--- config.mk ---
export PLATFORM = sky130hd
export DESIGN_NAME = alu_operand_loader
export DESIGN_NICKNAME = d
export VERILOG_FILES = /design/src/rtl/alu_pkg.sv /design/src/rtl/alu_operand_loader.sv
export SDC_FILE = /design/constraint.sdc
export NUM_CORES = 1
export LEC_CHECK = 0
export BUFFER_PORTS_ARGS = -buffer_cell sky130_fd_sc_hd__buf_2
export CAP_MARGIN = 20
export CORE_ASPECT_RATIO = 0.9
export CORE_MARGIN = 2
export CORE_UTILIZATION = 40
export DETAILED_ROUTE_END_ITERATION = 10
export PLACE_DENSITY_LB_ADDON = 0.1
export SYNTH_ARGS = -nofsm -noshare
export SYNTH_HDL_FRONTEND = slang
export SYNTH_SLANG_ARGS = --single-unit
--- constraint.sdc ---
create_clock -name clk -period 1.6 [get_ports clk]
set_input_delay 0.32 -clock clk [delete_from_list [all_inputs] [get_ports clk]]
set_output_delay 0.32 -clock clk [all_outputs]
set_load 0.005 [all_outputs]
--- src/rtl/alu_pkg.sv ---
// Shared types and default sizes for the structural ALU front end.
// The state encoding is fixed at two bits so the downstream logic can decode it.
package alu_pkg;

  localparam int DEF_WIDTH = 4;
  localparam int DEF_CNT_W = 8;

  typedef enum logic [1:0] {
    LOAD_A = 2'd0,
    LOAD_B = 2'd1,
    ISSUE  = 2'd2
  } state_t;

endpackage

--- src/rtl/alu_operand_loader.sv ---
// Collects operand A, then operand B plus a select bit, from a valid/ready beat stream.
// It then offers the pair to the ALU operand mux behind an output valid/ready handshake.
module alu_operand_loader
  import alu_pkg::*;
#(
  parameter int WIDTH = DEF_WIDTH,
  parameter int CNT_W = DEF_CNT_W
) (
  input  logic             clk,
  input  logic             rst_n,
  input  logic             flush,
  input  logic             in_valid,
  output logic             in_ready,
  input  logic [WIDTH-1:0] in_data,
  input  logic             in_sel,
  output logic [WIDTH-1:0] d0,
  output logic [WIDTH-1:0] d1,
  output logic             s,
  output logic             out_valid,
  input  logic             out_ready,
  output logic [CNT_W-1:0] pair_cnt
);

  localparam logic [CNT_W-1:0] CNT_ONE = {{(CNT_W-1){1'b0}}, 1'b1};

  state_t           state_reg;
  logic [WIDTH-1:0] d0_reg;
  logic [WIDTH-1:0] d1_reg;
  logic             s_reg;
  logic [CNT_W-1:0] cnt_reg;

  logic in_ready_int;
  logic beat;
  logic handoff;

  // While a pair is held, a new A beat can only enter if the held pair leaves on the same edge.
  assign in_ready_int = rst_n && !flush && ((state_reg != ISSUE) || out_ready);
  assign beat         = in_valid && in_ready_int;
  assign handoff      = (state_reg == ISSUE) && out_ready && rst_n && !flush;

  always_ff @(posedge clk) begin
    if (!rst_n) begin
      state_reg <= LOAD_A;
      d0_reg    <= '0;
      d1_reg    <= '0;
      s_reg     <= 1'b0;
      cnt_reg   <= '0;
    end else if (flush) begin
      // Operand registers keep their values; only the sequencing is abandoned.
      state_reg <= LOAD_A;
    end else begin
      case (state_reg)
        LOAD_A: begin
          if (beat) begin
            d0_reg    <= in_data;
            state_reg <= LOAD_B;
          end
        end
        LOAD_B: begin
          if (beat) begin
            d1_reg    <= in_data;
            s_reg     <= in_sel;
            state_reg <= ISSUE;
          end
        end
        ISSUE: begin
          if (handoff) begin
            cnt_reg <= cnt_reg + CNT_ONE;
            if (beat) begin
              d0_reg    <= in_data;
              state_reg <= LOAD_B;
            end else begin
              state_reg <= LOAD_A;
            end
          end
        end
        default: state_reg <= LOAD_A;
      endcase
    end
  end

  assign in_ready  = in_ready_int;
  assign out_valid = (state_reg == ISSUE);
  assign d0        = d0_reg;
  assign d1        = d1_reg;
  assign s         = s_reg;
  assign pair_cnt  = cnt_reg;

endmodule

==> results.cfg, run 1 <==
[die]
fp-row-count = 16
core_area_um2 = 2180
die_area_um2 = 2710
die_h_um = 49.6
start_util = 0.423
die_w_um = 54.6
io_pins = 29

[grt]
grt_max_degree = 19
globalRouteTotalUtil = 0.185
grt_overflow_total = 0
antenna_found_initial = 0
grt_pass1_wl_um = 3660
grt_pass1_vias = 830

[critical_path]
start_kind = register
crit_fanout = 15
crit_path_cell_trace = nand4bb_4, or4_1, a21oi_1
path_class = reg -> reg
cp_num_buf_inv = 0
cp_slowest_stage_delay_ns = 0.56
critPathCaptureType = register
path_delay_family = simple AND/OR/NAND/NOR gates
slowest_stage = or4_1
worst_ep_required_time_ns = 1.83
crit_arrival_ns = 1.73

[clocking]
cts_tree = yes
cts_sinks = 19
clk_latency_ns = 0.30
post_cts_buffers = 0
h-tree-depth = 1
max-clock-path-buffers = 2
numCtsBuffers = 3
root_buffer = clkbuf_4
clk_pin_slew_ns = 0.12

[synth]
yosys.area.top_type = dfxtp_1
synth_nets = 114
synthArstFlopShare = 0
synth_area_leaders = dfxtp_1 (41%), o31ai_1 (6.5%), a21oi_1 (6.0%)
synth_cell_type_count = 30
ys.flop_type = dfxtp_1
syn_area_um2 = 923
synth_cells = 103
yosys.area.top_type_share = 0.412
synth-warning-count = 0
synth_edf_count = 0
seq_area_frac_synth = 0.412
avgSynthCellArea_um2 = 8.96
ys_ff_latch = 19

[detailed_routing]
wl_per_cell_um = 13.7
drcViolationCount = 0
avgViaCountPerCell = 5.51
drt-total-wl_um = 2200
drtIter0Drc = 18
num_vias = 887
ant_nets = 0
drt_first_pass_iters = 5

[place]
place_hpwl_um = 1650
io_buffers = 28
finalWeightedCongestion = 0.792

[cells_and_area]
final_nets = 146
nFillCells = 212
layout_common_cells = buf_2 (28), dfxtp_1 (18), a21oi_1 (11), o31ai_1 (8), nand4_1 (6)
final_util = 0.522
antennaDiodeCount = 0
drive_above_1_share = 0.306
final_common_cell = buf_2
syn2layout_area_growth_pct = 23.4
largest_reg_flops = 8

[sta]
rsz0062_at_grt = false
hold_viol_final = 0
relSlewSlack = 0.727
max_freq_ghz = 0.664
setup_viol = 0
skew_ns = 0.00673
worst_slew_pin_slew_ns = 0.408
setup_tns_ns = 0
slew_violations = 0
period_share = 0.941
post-route-min-period_ns = 1.51

[flow_run]
drv_cap = 0

[power_and_ir_drop]
power_leakage_uw = 0.000480
power_density_nw_per_um2 = 698
ir_worst_vdd_uv = 360

[outcome]
status = finished, final reports clean

[worst_hold_path]
holdCritPathClass = in -> reg
[worst paths after layout]
kind	from	cells past startpoint	slack, ns	end
hold reg to reg	d0[2]$_SDFFE_PN0P_	2	0.48	d0[2]$_SDFFE_PN0P_
setup reg to reg	state_reg[0]$_SDFFE_PP0P_	3	0.09	pair_cnt[5]$_SDFFE_PN0P_
hold / removal	in_data[3]	3	0.29	d0[3]$_SDFFE_PN0P_
setup / recovery	state_reg[0]$_SDFFE_PP0P_	3	0.09	pair_cnt[5]$_SDFFE_PN0P_
[final cells by class]
class	count	area, µm²	share of cell area
tap	27	33.8	0.0296
multi-input combinational	73	504	0.442
inverter	6	22.5	0.0198
timing repair buffer	32	170	0.149
clock inverter	1	5.00	0.00439
clock buffer	3	22.5	0.0198
sequential	19	382	0.335
[synth_stat cells (2+ instances only)]
master,instances
a21oi_1,11
nor3b_1,3
o21a_1,5
and3_1,5
inv_1,5
o21ai_0,2
or3_1,2
dfxtp_1,19
nand4_1,6
nand2b_1,2
a21boi_0,5
or4_1,4
nand2_1,4
buf_2,2
nor2_1,3
clkbuf_1,3
o31ai_1,8
nor2b_1,2
[power breakdown]
part	total [µW]	leakage (µW)	switching [µW]	internal, µW
clock	248	0.0000177	155	93.1
sequential	483	0.000154	4.33	478
combinational	65.3	0.000308	38.8	26.5
total	796	0.000480	198	598
[worst reg2reg max path: stages, from the launching register on]
cell and delay (ns):
dfxtp_1 0.40, nand4bb_4 0.33, or4_1 0.56, a21oi_1 0.15
[logic make-up after synthesis]
| kind of cell | after synthesis | share of synthesized area |
|---|---|---|
| flops | 19 | 0.412 |
| fa+ha+maj | 1 | 0.0135 |
| simple gates | 37 | 0.274 |
| compound gates | 34 | 0.243 |
| buf+inv | 11 | 0.0474 |
| mux | 1 | 0.0108 |
[per-stage QoR]
stage / area, µm² / hold slack [ns] / total power, µW / cells / setup slack (ns)
after floorplan: 923 / 0.465 / 528 / 103 / 0.275
after global placement: 1110 / 0.460 / 556 / 157 / 0.0948
after detailed placement: 1110 / 0.472 / 558 / 157 / 0.0625
after CTS: 1130 / 0.288 / 808 / 161 / 0.0261
after global routing: 1140 / 0.290 / 843 / 161 / 0.00248
final: 1140 / 0.294 / 796 / 161 / 0.0948
[per-layer routing]
metal	wire, µm	GRT usage	vias up
met5	0	0	-
met4	18	0.0625	0
met3	99	0.0364	4
met2	987	0.286	24
met1	1100	0.252	410
li1	-	-	449
[timing repair]
item	CTS	global route
pin swaps	0	0
hold buffers	0	0
gates resized for setup	1	1
setup endpoints to repair	1	1
cloned	0	0
No activity file was read; power rests on OpenSTA's default activity.
==> run 2, diff against run 1 <==
--- a/config.mk
+++ b/config.mk
@@ -5,6 +5,7 @@
 export SDC_FILE = /design/constraint.sdc
 export NUM_CORES = 1
 export LEC_CHECK = 0
+export ABC_AREA = 1
 export BUFFER_PORTS_ARGS = -buffer_cell sky130_fd_sc_hd__buf_2
 export CAP_MARGIN = 20
 export CORE_ASPECT_RATIO = 0.9
==> results.cfg, run 2 <==
[outcome]
status = finished, final reports clean

[detailed_routing]
drtIter0Drc = 13
drcViolationCount = 0
avgViaCountPerCell = 4.38
wl_per_cell_um = 9.07
drt_first_pass_iters = 4
num_vias = 824
ant_nets = 0
drt-total-wl_um = 1710

[sta]
hold-worst-slack_ns = 0.244
slew_violations = 0
setup_viol = 0
period_share = 0.927
worst_slew_pin_slew_ns = 0.320
setup_tns_ns = 0
hold_viol_final = 0
rsz0062_at_grt = false
relSlewSlack = 0.786
post-route-min-period_ns = 1.48
skew_ns = 0.00198
max_freq_ghz = 0.675

[synth]
yosys.area.top_type = dfxtp_1
synth_cell_type_count = 19
seq_area_frac_synth = 0.414
synth_nets = 143
ys.flop_type = dfxtp_1
synth_edf_count = 0
ys_ff_latch = 19
syn_area_um2 = 920
yosys.area.top_type_share = 0.414
synth-warning-count = 0
yosysMostFrequentCell = nor2_1
synthArstFlopShare = 0
synth_commonest_cells = nor2_1 (34), nand2_1 (33), dfxtp_1 (19), inv_1 (19), a21oi_1 (5)
synth_area_leaders = dfxtp_1 (41%), nor2_1 (14%), nand2_1 (13%)
synth_cells = 132
avgSynthCellArea_um2 = 6.97

[cells_and_area]
antennaDiodeCount = 0
nFillCells = 232
final_nets = 173
final_area_um2 = 1080
drive_above_1_share = 0.236
layout_common_cells = nor2_1 (34), nand2_1 (33), buf_2 (28), inv_1 (19), dfxtp_1 (19)
largest_reg_flops = 8
final_common_cell = nor2_1
syn2layout_area_growth_pct = 17.4

[critical_path]
r2r_cells = 5
crit_fanout = 5
path_class = reg -> out
worst_ep_required_time_ns = 1.28
start_kind = register
critPathCaptureType = output port
crit_arrival_ns = 1.16

[clocking]
clk_latency_ns = 0.29
cts_tree = yes
max-clock-path-buffers = 2
cts_sinks = 19
clk_pin_slew_ns = 0.10
post_cts_buffers = 0
h-tree-depth = 1
root_buffer = clkbuf_4
holdBufCountCts = 0
cts_resized = 0
numCtsBuffers = 3

[die]
core_area_um2 = 2180
start_util = 0.421
die_h_um = 49.5
fp-row-count = 16
io_pins = 29
die_w_um = 54.5
die_area_um2 = 2700

[place]
io_buffers = 28
finalWeightedCongestion = 0.746
place_area_um2 = 1050
place_hpwl_um = 1300

[flow_run]
drv_cap = 0

[grt]
grt_max_degree = 13
grt_pass1_vias = 636
grt_overflow_total = 0
grt_pass1_wl_um = 2700
antenna_found_initial = 0
globalRouteTotalUtil = 0.138

[worst_hold_path]
min_path_cells = 3
holdCritPathClass = in -> reg

[power_and_ir_drop]
ir_worst_vdd_uv = 604
power_leakage_uw = 0.000595
power_density_nw_per_um2 = 726
run 2: cell types whose count changed in the layout (fill, tap and decap cells not counted), sizes merged, moves of 3 or more:
cell / previous run / this run
buf: 32 / 29
nor2: 3 / 36
nand2: 4 / 33
and3: 5 / 0
o21a: 5 / 0
nor3b: 3 / 0
nand3: 1 / 5
a21oi: 11 / 5
o31ai: 8 / 0
nand4: 6 / 3
a21boi: 5 / 0
or4: 4 / 0
inv: 5 / 20
run 2: per-stage QoR:
step / utilization / power [µW] / std cells / worst slack, ns
2_1_floorplan: - / 534 / 132 / 0.531
3_3_place_gp: 0.483 / 556 / 184 / 0.221
3_5_place_dp: 0.483 / 557 / 184 / 0.185
4_1_cts: 0.495 / 796 / 188 / 0.102
5_1_grt: 0.495 / 839 / 188 / 0.00901
6_report: 0.495 / 784 / 188 / 0.117
run 2: area by class of cell:
class	instances	area [µm²]	area share
inverter	20	77.6	0.0718
sequential	19	380	0.352
multi-input combinational	89	414	0.384
timing repair buffer	29	148	0.137
clock buffer	4	26.3	0.0243
tap	27	33.8	0.0313
run 2: logic make-up (layout without fill, tap and decap cells):
family	count (synthesis)	count (layout)	share of synthesized area
AOI/OAI and AO/OA	9	9	0.0490
adders and majority gates	1	1	0.0136
buffers and inverters	24	53	0.136
DFF	19	19	0.414
and+or+nand+nor	79	79	0.388
run 2: power breakdown:
| part | internal, µW | switching (µW) |
|---|---|---|
| Combinational | 26.6 | 37.2 |
| Sequential | 479 | 2.64 |
| Clock | 97.0 | 141 |
run 2: worst paths after layout:
kind                             start                       end  slack [ns]
max          state_reg[0]$_SDFFE_PP0P_                  in_ready        0.12
min                             in_sel            s$_SDFFE_PN0P_        0.24
max reg2reg  state_reg[0]$_SDFFE_PP0P_        d1[0]$_SDFFE_PN0P_        0.34
min reg2reg   pair_cnt[4]$_SDFFE_PN0P_  pair_cnt[4]$_SDFFE_PN0P_        0.50
run 2: worst max-delay path: stages, from the launching register on:
cell and delay [ns]:
dfxtp_1 0.31, inv_1 0.11, nand3b_1 0.20, nand2_1 0.10
inv_1 0.03, buf_2 0.11
run 2: metal layers:
layer  GRT usage  wire length (µm)
met3      0.0636               114
met5           0                 0
met4      0.0375                13
met1       0.188               842
met2       0.197               735
==> run 3, diff against run 2 <==
--- a/config.mk
+++ b/config.mk
@@ -6,7 +6,7 @@
 export NUM_CORES = 1
 export LEC_CHECK = 0
 export ABC_AREA = 1
-export BUFFER_PORTS_ARGS = -buffer_cell sky130_fd_sc_hd__buf_2
+export BUFFER_PORTS_ARGS = -buffer_cell sky130_fd_sc_hd__buf_4
 export CAP_MARGIN = 20
 export CORE_ASPECT_RATIO = 0.9
 export CORE_MARGIN = 2
==> results.cfg, run 3 (synthesis gave the netlist of run 2 again) <==
[outcome]
status = finished, final reports clean

[cells_and_area]
nFillCells = 231
final_area_um2 = 1160
final_util = 0.530
layout_common_cells = nor2_1 (34), nand2_1 (33), buf_4 (30), inv_1 (19), dfxtp_1 (19)
final_common_cell = nor2_1
final_nets = 174
syn2layout_area_growth_pct = 25.9
drive_above_1_share = 0.241
final_cells = 189
largest_reg_flops = 8
antennaDiodeCount = 0

[power_and_ir_drop]
ir_worst_vdd_uv = 451
power_density_nw_per_um2 = 688
power_leakage_uw = 0.000605

[detailed_routing]
drtIter0Drc = 16
ant_nets = 0
wl_per_cell_um = 9.12
avgViaCountPerCell = 4.35
drt-total-wl_um = 1720
drt_first_pass_iters = 4
drcViolationCount = 0
num_vias = 822

[grt]
grt_max_degree = 20
grt_pass1_wl_um = 2870
grt_overflow_total = 0
grt_pass1_vias = 681
antenna_found_initial = 0
globalRouteTotalUtil = 0.147

[clocking]
holdBufCountCts = 0
root_buffer = clkbuf_4
clk_latency_ns = 0.29
cts_tree = yes
clk_pin_slew_ns = 0.11
h-tree-depth = 1
numCtsBuffers = 3
max-clock-path-buffers = 2
cts_sinks = 19

[worst_hold_path]
min_from = in_sel
holdCritPathClass = in -> reg

[place]
dp.cells = 183
finalWeightedCongestion = 0.790
place_area_um2 = 1120
place_hpwl_um = 1280
io_buffers = 28

[die]
die_h_um = 49.5
io_pins = 29
start_util = 0.421
die_w_um = 54.5
fp-row-count = 16
die_area_um2 = 2700
core_area_um2 = 2180

[sta]
relSlewSlack = 0.800
worst_slew_pin_slew_ns = 0.299
rsz0062_at_grt = false
hold_viol_final = 0
setup_tns_ns = 0
skew_ns = 0.00577
setup_viol = 0
hold-worst-slack_ns = 0.247
max_freq_ghz = 0.690
period_share = 0.905
post-route-min-period_ns = 1.45
slew_violations = 0

[flow_run]
drv_cap = 0

[critical_path]
crit_top_cell = inv_1
path_class = reg -> out
cp_slowest_stage_delay_ns = 0.31
crit_path_cell_trace = inv_1, nand3b_1, nand2_1, inv_1, buf_4
crit_fanout = 4
worst_ep_required_time_ns = 1.28
start_kind = register
crit_arrival_ns = 1.13
timing.critical_path.from = state_reg[0]$_SDFFE_PP0P_
slowest_stage = dfxtp_1
r2r-start = state_reg[0]$_SDFFE_PP0P_
critPathCaptureType = output port
==> run 3: cell count changes in the layout (fill, tap and decap cells not counted), sizes merged <==
cell  previous run  this run
buf             29        30
==> run 3: routing by layer <==
metal / vias up / global-route usage / wire length (µm)
li1: 460 / - / -
met5: - / 0 / 0
met4: 0 / 0.0375 / 15
met2: 17 / 0.211 / 756
met3: 2 / 0.0636 / 84
met1: 343 / 0.202 / 866
==> run 3: worst paths after layout <==
kind                              endpoint  depth (start not counted)  slack, ns
setup reg to reg        d1[3]$_SDFFE_PN0P_                          6       0.33
hold / removal              s$_SDFFE_PN0P_                          3       0.25
hold reg to reg   pair_cnt[4]$_SDFFE_PN0P_                          2       0.51
setup / recovery                  in_ready                          5       0.15
==> run 3: area by class of cell <==
class / instances / area [µm²] / share of cell area
Multi-Input combinational cell: 89 / 414 / 0.358
Clock buffer: 4 / 26.3 / 0.0227
Timing Repair Buffer: 30 / 225 / 0.195
Inverter: 20 / 77.6 / 0.0670
Tap cell: 27 / 33.8 / 0.0292
Sequential cell: 19 / 380 / 0.329
==> run 3: report_power, final <==
part / internal (µW) / switching (µW) / leakage [µW] / total, µW
Clock: 96.9 / 145 / 0.0000150 / 242
Sequential: 479 / 2.79 / 0.000154 / 482
Combinational: 35.0 / 37.4 / 0.000437 / 72.5
Total: 611 / 185 / 0.000605 / 797
==> run 3: per-stage QoR <==
step           total power [µW]  setup WS [ns]
2_1_floorplan               534          0.531
3_3_place_gp                565          0.251
3_5_place_dp                566          0.237
4_1_cts                     818         0.0785
5_1_grt                     849         0.0556
6_report                    797          0.152
==> run 3: what timing repair did <==
item	in CTS	in global routing
resized for setup	0	0
buffers inserted	0	2
endpoints found under the setup margin	0	1
==> run 3: critical path: cells and delay by family (launching register included) <==
| family | cells | cell delay, ns |
|---|---|---|
| buffers and inverters | 3 | 0.27 |
| DFF | 1 | 0.31 |
| and+or+nand+nor | 2 | 0.26 |
